===== src/rtl/bmux_arb.sv =====
// Registered N-way bus multiplexer with valid/ready handshake.
// Channels are chosen by direct select (MODE 0) or by round-robin among valid inputs (MODE 1).
module bmux_arb #(
   parameter int WIDTH = 16,
   parameter int N     = 4,
   parameter int SELW  = 2,
   parameter int MODE  = 0
) (
   input  logic                 clk,
   input  logic                 reset_n,
   input  logic [SELW-1:0]      s,
   input  logic [N*WIDTH-1:0]   in_data,
   input  logic [N-1:0]         in_valid,
   output logic [N-1:0]         in_ready,
   output logic [WIDTH-1:0]     r,
   output logic                 r_valid,
   input  logic                 r_ready,
   output logic [SELW-1:0]      r_src
);

   logic [SELW-1:0]  rr_ptr;
   logic [N-1:0]     grant;
   logic             gnt_any;
   logic [SELW-1:0]  gnt_idx;
   logic [WIDTH-1:0] gnt_data;
   logic [SELW-1:0]  ptr_nxt;
   logic             load;
   logic             xfer;

   // Select stage: one-hot grant plus the granted index and data word
   always_comb begin
      int idx;
      idx      = 0;
      grant    = '0;
      gnt_any  = 1'b0;
      gnt_idx  = '0;
      gnt_data = '0;
      if (MODE == 0) begin
         for (int i = 0; i < N; i++) begin
            if (s == SELW'(i) && in_valid[i]) begin
               grant[i] = 1'b1;
               gnt_any  = 1'b1;
               gnt_idx  = SELW'(i);
               gnt_data = in_data[i*WIDTH +: WIDTH];
            end
         end
      end else begin
         for (int k = 0; k < N; k++) begin
            idx = int'(rr_ptr) + k;
            if (idx >= N) idx = idx - N;
            if (!gnt_any && in_valid[idx]) begin
               grant[idx] = 1'b1;
               gnt_any    = 1'b1;
               gnt_idx    = SELW'(idx);
               gnt_data   = in_data[idx*WIDTH +: WIDTH];
            end
         end
      end
   end

   assign load     = !r_valid || r_ready;
   assign xfer     = load && gnt_any;
   // Ready is forced low while reset is asserted, even though load would be 1
   assign in_ready = (reset_n && load) ? grant : '0;
   assign ptr_nxt  = (gnt_idx == SELW'(N-1)) ? '0 : gnt_idx + SELW'(1);

   // Output stage: one-entry register, refilled in the same edge it drains
   always_ff @(posedge clk or negedge reset_n) begin
      if (!reset_n) begin
         r       <= '0;
         r_valid <= 1'b0;
         r_src   <= '0;
         rr_ptr  <= '0;
      end else if (load) begin
         if (xfer) begin
            r       <= gnt_data;
            r_src   <= gnt_idx;
            r_valid <= 1'b1;
            if (MODE == 1) rr_ptr <= ptr_nxt;
         end else begin
            r_valid <= 1'b0;
         end
      end
   end

endmodule

===== config.mk =====
export PLATFORM = sky130hd
export DESIGN_NAME = bmux_arb
export DESIGN_NICKNAME = d
export VERILOG_FILES = /design/src/rtl/bmux_arb.sv
export SDC_FILE = /design/constraint.sdc
export NUM_CORES = 1
export LEC_CHECK = 0
export BUFFER_PORTS_ARGS = -buffer_cell sky130_fd_sc_hd__buf_2
export CORE_UTILIZATION = 47
export CTS_CLUSTER_SIZE = 10
export DETAILED_ROUTE_END_ITERATION = 6
export PLACE_DENSITY = 0.83
export SLEW_MARGIN = 40
export SYNTH_ARGS = -nofsm -noshare
export SYNTH_HDL_FRONTEND = slang
export SYNTH_SLANG_ARGS = --single-unit

===== constraint.sdc =====
create_clock -name clk -period 2.1 [get_ports clk]
set_clock_uncertainty 0.2 [all_clocks]
set_input_delay 0.105 -clock clk [delete_from_list [all_inputs] [get_ports clk]]
set_output_delay 0.105 -clock clk [all_outputs]
set_load 0.005 [all_outputs]

Word-level counts from Yosys, hierarchy flattened
Cells that the tools add are included.
W data, S select, Z words.
{"block": "op_classes", "n_reduce_logical": 10, "eq_ne": 3, "muxes": 16}
{"cell": "$mux W16", "count": 4}
{"cell": "$mux W1", "count": 9}
{"cell": "$logic_and A1 B1 Y1", "count": 6}
{"cell": "$eq A2 B2 Y1 const B", "count": 2}
{"cell": "$mux W2", "count": 2}
{"cell": "$mux W4", "count": 1}
{"cell": "$eq A2 B1 Y1 const B", "count": 1}
{"cell": "$logic_not A2 Y1", "count": 1}
{"cell": "$reduce_and A2 Y1", "count": 1}
{"cell": "$logic_not A1 Y1", "count": 1}
{"cell": "$logic_or A1 B1 Y1", "count": 1}
{"block": "totals", "word_cells": 32, "output_inout_bits": 23, "register_bits": 19, "input_bits": 73}

Depth between registers and ports, before layout
{"block": "depth", "word_depth": 8, "depth_mapped": 6, "ltp_nobuf": 3}

Least setup slack after synthesis
No wires, ideal clock.
{"block": "synth_path", "path_kind": "reg-to-output", "start": "register r_valid", "end": "output in_ready[0]", "path_slack_ns": 0.558, "stages_incl_launch_ff": 5, "t_arrival_ns": 1.237, "path_cell_list": "dfrtp_1 nand2b_1 clkbuf_1 nand2_1 nor4b_1"}
{"block": "synth_via", "elab_chain_len": 4}
{"item": "start: declaration", "line": "16", "rtl": "output logic r_valid,"}
{"item": "start signal: assignment", "line": "71", "rtl": "r_valid <= 1'b0;"}
{"item": "start signal: assignment", "line": "78", "rtl": "r_valid <= 1'b1;"}
{"item": "start signal: assignment", "line": "81", "rtl": "r_valid <= 1'b0;"}
{"item": "$logic_not A1 Y1", "line": "61", "rtl": "assign load = !r_valid || r_ready;"}
{"item": "$logic_or A1 B1 Y1", "line": "61"}
{"item": "$logic_and A1 B1 Y1", "line": "64", "rtl": "assign in_ready = (reset_n && load) ? grant : '0;"}
{"item": "$mux W4", "line": "64"}
{"item": "end: declaration", "line": "14", "rtl": "output logic [N-1:0] in_ready,"}
No other way between the ends.

Final worst setup path
Ends and elaborated chain as after synthesis.

==> flow_summary.yaml <==
setup_path:
  start_kind: "flop"
  worstPathRequired_ps: 1790
  cp_data_arrival_time_ps: 1400
  cp_max_fo: 4
  crit_path_end_kind: "output pin"
  worst-setup-path-type: "flop to output pin"
synthesis:
  synth_area_leaders: "dfrtp_1 30%, and4b_1 9.4%, nor4bb_1 9.4%"
  ys.flop_type: "dfrtp_1"
  syn_area_per_cell_um2: 9.19
  seq_area_frac_synth: 0.299
  synth_commonest_cells: "19 x clkbuf_1, 19 x dfrtp_1, 18 x nand2_1"
  ys_seq_elements: 19
  synth_top_area_frac: 0.299
  async_flop_share: 1.00
  synth_edf_count: 0
  netlist_area_um2: 1590
  synth_cell_types: 27
  synth_area_leader_cell: "dfrtp_1"
  syn-instance-count: 173
  synth-warning-count: 0
  synth_nets: 246
power:
  total_power_mw: 1.12
  power_density_nw_per_um2: 500
  leakage_nw: 1.05
  ir_worst_vdd_uv: 219
detailed_routing:
  drt_wl_total_mm: 4.92
  num_vias: 1829
  ant_nets: 0
  wl_per_cell_um: 15.7
  drtPass1Iterations: 4
  via_per_inst: 5.82
  drc: 0
  drtIter0Drc: 157
global_route:
  grt_max_degree: 26
  grt_pass1_vias: 1576
  grt_pass1_wl_mm: 7.35
  antenna_found_initial: 0
  track_usage: 0.274
  overflow: 0
sta:
  drv_slew: 0
  tightest_slew_ps: 538
  max-slew-margin-rel: 0.641
  hold_violations: 0
  rsz0062_at_grt: "no"
  tns_ps: 0
  setup_viol: 0
  fin_crit_sh: 0.813
  max_clock_freq_ghz: 0.586
  period_needed_ps: 1710
die:
  core_um2: 3130
  initial_core_util: 0.508
  dieWidth_um: 60.2
  dieArea_um2: 3620
  rows: 20
  ios: 96
  fp.dieH_um: 60.2
clocking:
  cts_resized: 0
  clock_path_buffers: 2
  clock_latency_ps: 290
  clkTransAtPathRegs_ps: 100
  cts_tree: "built"
  cts_buffers: 3
  htreeDepth: 1
  clockRootBuffer: "clkbuf_4"
  clock_sinks: 19
cells_and_area:
  drive_gt1_frac: 0.400
  fillCellCount: 246
  fin_nets: 344
  antenna_cells: 0
  syn_to_final_growth_pct: 40.4
placement:
  place_congestion: 0.792
  hpwlAfterDp_mm: 3.44
  portBuffers: 95
run_status:
  status: "complete, no violations"
run:
  maxCapViolations: 0
worst_hold_path:
  hold_path_class: "input pin to flop"
-- worst max-delay path: stages (launching register included) --
cell	delay, ps
dfrtp_1	390
nand2b_1	120
nand2_1	160
nor4b_1	290
buf_2	160
-- power breakdown --
part | switching [mW] | leakage [nW] | internal, mW
Sequential | 0.0447 | 0.222 | 0.447
Combinational | 0.213 | 0.810 | 0.232
Clock | 0.105 | 0.0150 | 0.0738
-- state kept, by name, indices dropped and copies added (netlist names) --
name / cells
r_src: 2
r_valid: 1
r: 16
-- kinds of logic (layout without fill, tap and decap cells) --
| group | Yosys count | count (layout) | synth area share |
|---|---|---|---|
| flip-flops | 19 | 19 | 0.299 |
| AO/OA/AOI/OAI | 50 | 50 | 0.204 |
| buffers and inverters | 25 | 122 | 0.0795 |
| AND/OR/NAND/NOR | 77 | 77 | 0.397 |
| multiplexers | 2 | 2 | 0.0212 |
-- placed cells by master (no fill, tap or decap) --
master	count
and3_1	1
and3b_1	1
a32o_1	2
nand4b_1	1
nor3_1	1
buf_4	7
a31oi_1	16
a21oi_1	16
nand3_1	1
nand2_1	18
nand4_1	1
dlygate4sd3_1	16
nor4b_1	1
clkbuf_4	3
dfrtp_1	19
mux2_2	1
and4b_1	15
nor4bb_1	15
nand4bb_1	5
o31ai_1	15
o221a_2	1
nand3b_1	1
nor2_1	2
mux4_2	1
clkbuf_1	1
buf_2	95
and2_1	1
nand2b_1	2
or4bb_1	11
-- repair_timing --
item / 4_1_cts / 5_1_grt
setup buffers: 0 / 0
hold buffers: 16 / 0
hold endpoints to repair: 34 / 0
-- cell type report --
type | count | area (um^2) | area share
repair buffers | 118 | 688 | 0.308
well taps | 44 | 55.1 | 0.0246
flip-flops and latches | 19 | 475 | 0.213
multi-input cells | 129 | 988 | 0.443
clock buffers | 4 | 26.3 | 0.0118
-- metal layers --
metal / share of wire / track usage / up-vias
met5: 0 / 0 / -
met4: 0.016 / 0.0997 / 0
met3: 0.063 / 0.0346 / 10
met2: 0.50 / 0.429 / 80
met1: 0.42 / 0.383 / 857
li1: - / - / 882
-- per-stage QoR --
step	utilization	setup slack (ps)	hold WS [ps]	instance area [um^2]	instances
CTS	0.714	395	1.80	2230	314
global route	0.714	290	25.0	2230	314
global placement	0.654	359	-108	2050	294
finish	0.714	393	8.80	2230	314
detailed placement	0.654	340	-109	2050	294
floorplan	-	558	-391	1590	173
-- worst paths after layout --
| check | startpoint | to | slack (ps) | depth (start not counted) |
|---|---|---|---|---|
| setup / recovery | r_valid$_DFFE_PN0P_ | in_ready[0] | 390 | 4 |
| hold / removal | in_data[39] | r[7]$_DFFE_PN0P_ | 9 | 4 |
| setup reg to reg | r_valid$_DFFE_PN0P_ | r[2]$_DFFE_PN0P_ | 590 | 3 |
| hold reg to reg | r[5]$_DFFE_PN0P_ | r[5]$_DFFE_PN0P_ | 310 | 1 |
| max in group asynchronous | reset_n | r[2]$_DFFE_PN0P_ | 1400 | 3 |
| min in group asynchronous | reset_n | r_valid$_DFFE_PN0P_ | 110 | 3 |
Power figures use the tool's default switching activity.
